**src/rtl/seven_segment_scan.sv**
```systemverilog
`default_nettype none
// ============================================================================
// seven_segment_scan : multiplexed hex display driver with frame-synchronous
// value update. Option macro SEVEN_SEGMENT_LZ_SUPPRESS_EN blanks leading zeros.
// Revision 1.0
// ============================================================================
module seven_segment_scan #(
   parameter int NUM_DIGITS = 4,
   parameter int SCAN_DIV   = 50000
) (
   input  logic                    clock,
   input  logic                    reset_n,
   input  logic [4*NUM_DIGITS-1:0] value,
   input  logic                    load,
   input  logic [NUM_DIGITS-1:0]   blank,
   output logic [6:0]              seg,
   output logic [NUM_DIGITS-1:0]   an,
   output logic                    pending,
   output logic                    frame
);

   localparam int            DW       = (SCAN_DIV > 1) ? $clog2(SCAN_DIV) : 1;
   localparam int            IW       = (NUM_DIGITS > 1) ? $clog2(NUM_DIGITS) : 1;
   localparam logic [DW-1:0] DIV_LAST = DW'(SCAN_DIV - 1);
   localparam logic [IW-1:0] IDX_LAST = IW'(NUM_DIGITS - 1);

   logic [DW-1:0]           div;
   logic [IW-1:0]           idx;
   logic [4*NUM_DIGITS-1:0] display;
   logic [4*NUM_DIGITS-1:0] pend_val;
   logic                    wrap;
   logic                    boundary;
   logic                    suppress;
   logic [3:0]              nibbles [NUM_DIGITS];
   logic [3:0]              digit_nib;
   logic [6:0]              seg_dec;
   logic [6:0]              seg_next;
   logic [NUM_DIGITS-1:0]   an_next;

   assign wrap     = (div == DIV_LAST);
   assign boundary = wrap && (idx == IDX_LAST);

   generate
      for (genvar i = 0; i < NUM_DIGITS; i++) begin : g_nib
         assign nibbles[i] = display[4*i +: 4];
      end
   endgenerate

   assign digit_nib = nibbles[idx];

`ifdef SEVEN_SEGMENT_LZ_SUPPRESS_EN
   // A digit is a leading zero when it and every more significant nibble are zero.
   logic [NUM_DIGITS-1:0] lz_mask;
   generate
      for (genvar i = 0; i < NUM_DIGITS; i++) begin : g_lz
         if (i == 0) begin : g_first
            assign lz_mask[i] = 1'b0;
         end else begin : g_upper
            assign lz_mask[i] = (display[4*NUM_DIGITS-1:4*i] == '0);
         end
      end
   endgenerate
   assign suppress = lz_mask[idx];
`else
   assign suppress = 1'b0;
`endif

   always_comb begin
      seg_dec = 7'b1111111;
      case (digit_nib)
         4'h0: seg_dec = 7'b1000000;
         4'h1: seg_dec = 7'b1111001;
         4'h2: seg_dec = 7'b0100100;
         4'h3: seg_dec = 7'b0110000;
         4'h4: seg_dec = 7'b0011001;
         4'h5: seg_dec = 7'b0010010;
         4'h6: seg_dec = 7'b0000010;
         4'h7: seg_dec = 7'b1111000;
         4'h8: seg_dec = 7'b0000000;
         4'h9: seg_dec = 7'b0010000;
         4'hA: seg_dec = 7'b0001000;
         4'hB: seg_dec = 7'b0000011;
         4'hC: seg_dec = 7'b1000110;
         4'hD: seg_dec = 7'b0100001;
         4'hE: seg_dec = 7'b0000110;
         4'hF: seg_dec = 7'b0001110;
      endcase
      seg_next = (blank[idx] || suppress) ? 7'b1111111 : seg_dec;
      an_next  = ~(NUM_DIGITS'(1) << idx);
   end

   always_ff @(posedge clock) begin
      if (!reset_n) begin
         div      <= '0;
         idx      <= '0;
         display  <= '0;
         pend_val <= '0;
         pending  <= 1'b0;
         frame    <= 1'b0;
         seg      <= 7'b1111111;
         an       <= '1;
      end else begin
         frame <= boundary;
         seg   <= seg_next;
         an    <= an_next;
         if (wrap) begin
            div <= '0;
            idx <= (idx == IDX_LAST) ? '0 : idx + 1'b1;
         end else begin
            div <= div + 1'b1;
         end
         // Commit uses the pre-edge pending contents, so a load in the boundary
         // cycle lands in pending for the following frame.
         if (boundary && pending) begin
            display <= pend_val;
         end
         if (load) begin
            pend_val <= value;
            pending  <= 1'b1;
         end else if (boundary) begin
            pending <= 1'b0;
         end
      end
   end

endmodule
`default_nettype wire

```
**config.mk**
```make
export PLATFORM = sky130hd
export DESIGN_NAME = seven_segment_scan
export DESIGN_NICKNAME = d
export VERILOG_FILES = /design/src/rtl/seven_segment_scan.sv
export SDC_FILE = /design/constraint.sdc
export NUM_CORES = 1
export LEC_CHECK = 0
export CORE_ASPECT_RATIO = 1.2
export CORE_MARGIN = 1
export CORE_UTILIZATION = 45
export CTS_CLUSTER_SIZE = 16
export DETAILED_ROUTE_END_ITERATION = 7
export GPL_TIMING_DRIVEN = 0
export PLACE_DENSITY = 0.75
export SKIP_CTS_REPAIR_TIMING = 1
export SLEW_MARGIN = 0
export SYNTH_ARGS = -nofsm -noshare
export SYNTH_HDL_FRONTEND = slang
export SYNTH_SLANG_ARGS = --single-unit
```
**constraint.sdc**
```tcl
create_clock -name clock -period 3.2 [get_ports clock]
set_input_delay 0.48 -clock clock [delete_from_list [all_inputs] [get_ports clock]]
set_output_delay 0.48 -clock clock [all_outputs]
set_load 0.01 [all_outputs]
```
==> impl_metrics.toml <==
[timing]
holdWs_ps = 448.2
relSlewSlack_pct = 50.93
skew_ps = 6.870
finalCritPeriodShare_pct = 69.80
setup_viol = 0
clock.fmax_mhz = 447.7
timing.final.crit_period_ps = 2234
grt_setup_unrepaired = "no"
finalSetupTns_ps = 0
worstMarginPinSlew_ps = 736.0
hold_viol = 0
slew_violations = 0

[layout]
n_antenna_cell = 0
nFillCells = 517
area_growth_pct = 23.49
drive_above_1_share_pct = 7.831
nets = 362
register_area_mm2 = 0.001261
multi_input_area_mm2 = 0.001420
final_cells = 412

[setup_path]
slowest_delay_ps = 640
crit_type = "flip-flop to flip-flop"
rr_startpoint = "idx[1]"
critPathSlowestCell = "mux4_2"
path_buf_inv = 2
critical_path_required_ps = 3470
cp.arrival_ps = 2510
cp-start-kind = "flip-flop"
crit_family = "multiplexers"
r2r_cells = 7
crit_chain = "clkbuf_1 -> mux4_2 -> inv_1 -> ha_1 -> nor2_1 -> a211oi_1 -> o21ai_0"
path_max_fanout = 7
r2r-end = "seg[3]"
critPathCaptureType = "flip-flop"
regToRegSetupSlack_ps = 970

[yosys]
yosys-top-cells-count = "dfxtp_1, nand3_1, o21ai_0, nor2b_1, a21boi_0"
post-synth-top-count-cell = "dfxtp_1"
synth_edf_count = 0
ys.flop_type = "dfxtp_1"
async_flop_share_pct = 0
syn_avg_cell_area_um2 = 9.806
yosysSeqAreaShare_pct = 45.45
ys_ff_latch = 63
synth.distinct_cells = 35
synth.cell_area_mm2 = 0.002775
syn-num-nets = 317
syn_inst = 283
yosys.area.top_type = "dfxtp_1"
synth.top_cell.area_share_pct = 45.45
yosys_warnings = 0
synth_area_leaders = "dfxtp_1, mux2i_1, ha_1"

[grt]
grt_pass1_wl_mm = 9.363
track_usage_pct = 19.58
grt_pass1_vias = 2045
grt_start_max_net_pins = 11
overflow = 0
antenna_found_initial = 0

[placed_design]
place.gp.congestion = 0.8695
place_inst = 397
io_buffer_count = 34
dpl.hpwl_mm = 3.963

[routing]
vias = 2180
ant_nets = 0
routedWlPerCell_um = 13.77
viasPerCell = 5.291
drt_first_iter_violations = 75
dr.pass1.iters = 4
routed_wl_mm = 5.673
remaining_drc_errors = 0

[hold_path]
hold_depth = 1
hp-start = "div[0]"
holdPathEnd = "div[0]"
min_path_type = "flip-flop to flip-flop"

[floorplan]
pin_count = 36
die-height_um = 88.03
initial_core_util_pct = 47.70
dieArea_mm2 = 0.006487
core_area_mm2 = 0.005818
die_x_um = 73.69
row_count = 30

[pwr]
ir_worst_vdd_v = 0.0002148
power_density_mw_per_mm2 = 483.8
power.leakage_nw = 1.228

[clock_network]
numClockSinks = 63
clock_latency_ps = 350
htree_levels = 3
clkTransAtPathRegs_ps = 70
clk_path_buf_depth = 2
cts_tree = "built"
numCtsBuffers = 9
clock-root-buffer = "clkbuf_8"

[flow_run]
drv_cap = 0

[outcome]
status = "complete, no violations"
[worst max path at each step]
stage | startpoint | cells after the start | end | slack (ps)
after floorplan | idx[1] | 6 | seg[1] | 1220
after global placement | idx[1] | 7 | seg[3] | 1020
after detailed placement | idx[1] | 7 | seg[3] | 980
after CTS | idx[1] | 7 | seg[3] | 970
after global routing | idx[1] | 7 | seg[3] | 800
final | idx[1] | 7 | seg[3] | 970
[cell usage in the layout, fill, tap and decap left out, types with 5 or more instances in the layout]
cell             instances
dfxtp_1                 63
nand3_1                 24
nor2b_1                 19
a21boi_0                18
clkbuf_1                16
o21ai_0                 20
mux2i_1                 17
mux4_2                   5
nor2_1                  15
a21oi_1                  6
nand2_1                 13
clkdlybuf4s50_1         34
ha_1                    11
inv_1                    6
clkbuf_8                10
xor2_1                   8
[kinds of logic after synthesis]
family	share of synthesized area [%]
AOI/OAI and AO/OA	13.03
xor gates and xnor gates	3.472
adders and majority gates	4.959
buffers and inverters	3.381
DFF	45.45
muxes	10.19
and+or+nand+nor	19.52
[power by group]
part	switching, mW	internal (mW)
logic	0.0357	0.0574
registers	0.0112	0.805
clock network	0.296	0.453
total	0.343	1.32
[metal layers]
layer | vias to the layer above | global-route usage [%] | wire length [um]
met5 | - | 0 | 0
met4 | 0 | 13.11 | 183
met3 | 16 | 5.409 | 230
met2 | 55 | 29.27 | 2603
met1 | 1015 | 24.50 | 2655
li1 | 1094 | - | -
[flip-flops by register name, indices dropped and copies added, names as in the netlist]
signal	flops
div	16
an	4
frame	1
display	16
idx	2
pending	1
pend_val	16
seg	7
[through the flow]
step	utilization, %	power [mW]	worst slack (ps)	area, um^2
after floorplan	-	0.8774	1220	2775
after CTS	58.90	1.672	965.4	3427
after global placement	55.27	0.9251	1021	3216
after detailed placement	55.27	0.9271	978.8	3216
final	58.90	1.658	966.4	3427
after global routing	58.90	1.716	798.0	3427
[area by class of cell]
class	count	area share, %
multi-input cells	196	41.44
flip-flops and latches	63	36.80
repair buffers	34	9.931
clock buffers	11	4.126
well taps	80	2.921
plain buffers	18	2.081
clock inverters	4	2.045
inverters	6	0.6572
(Power assumes the default switching activity.)
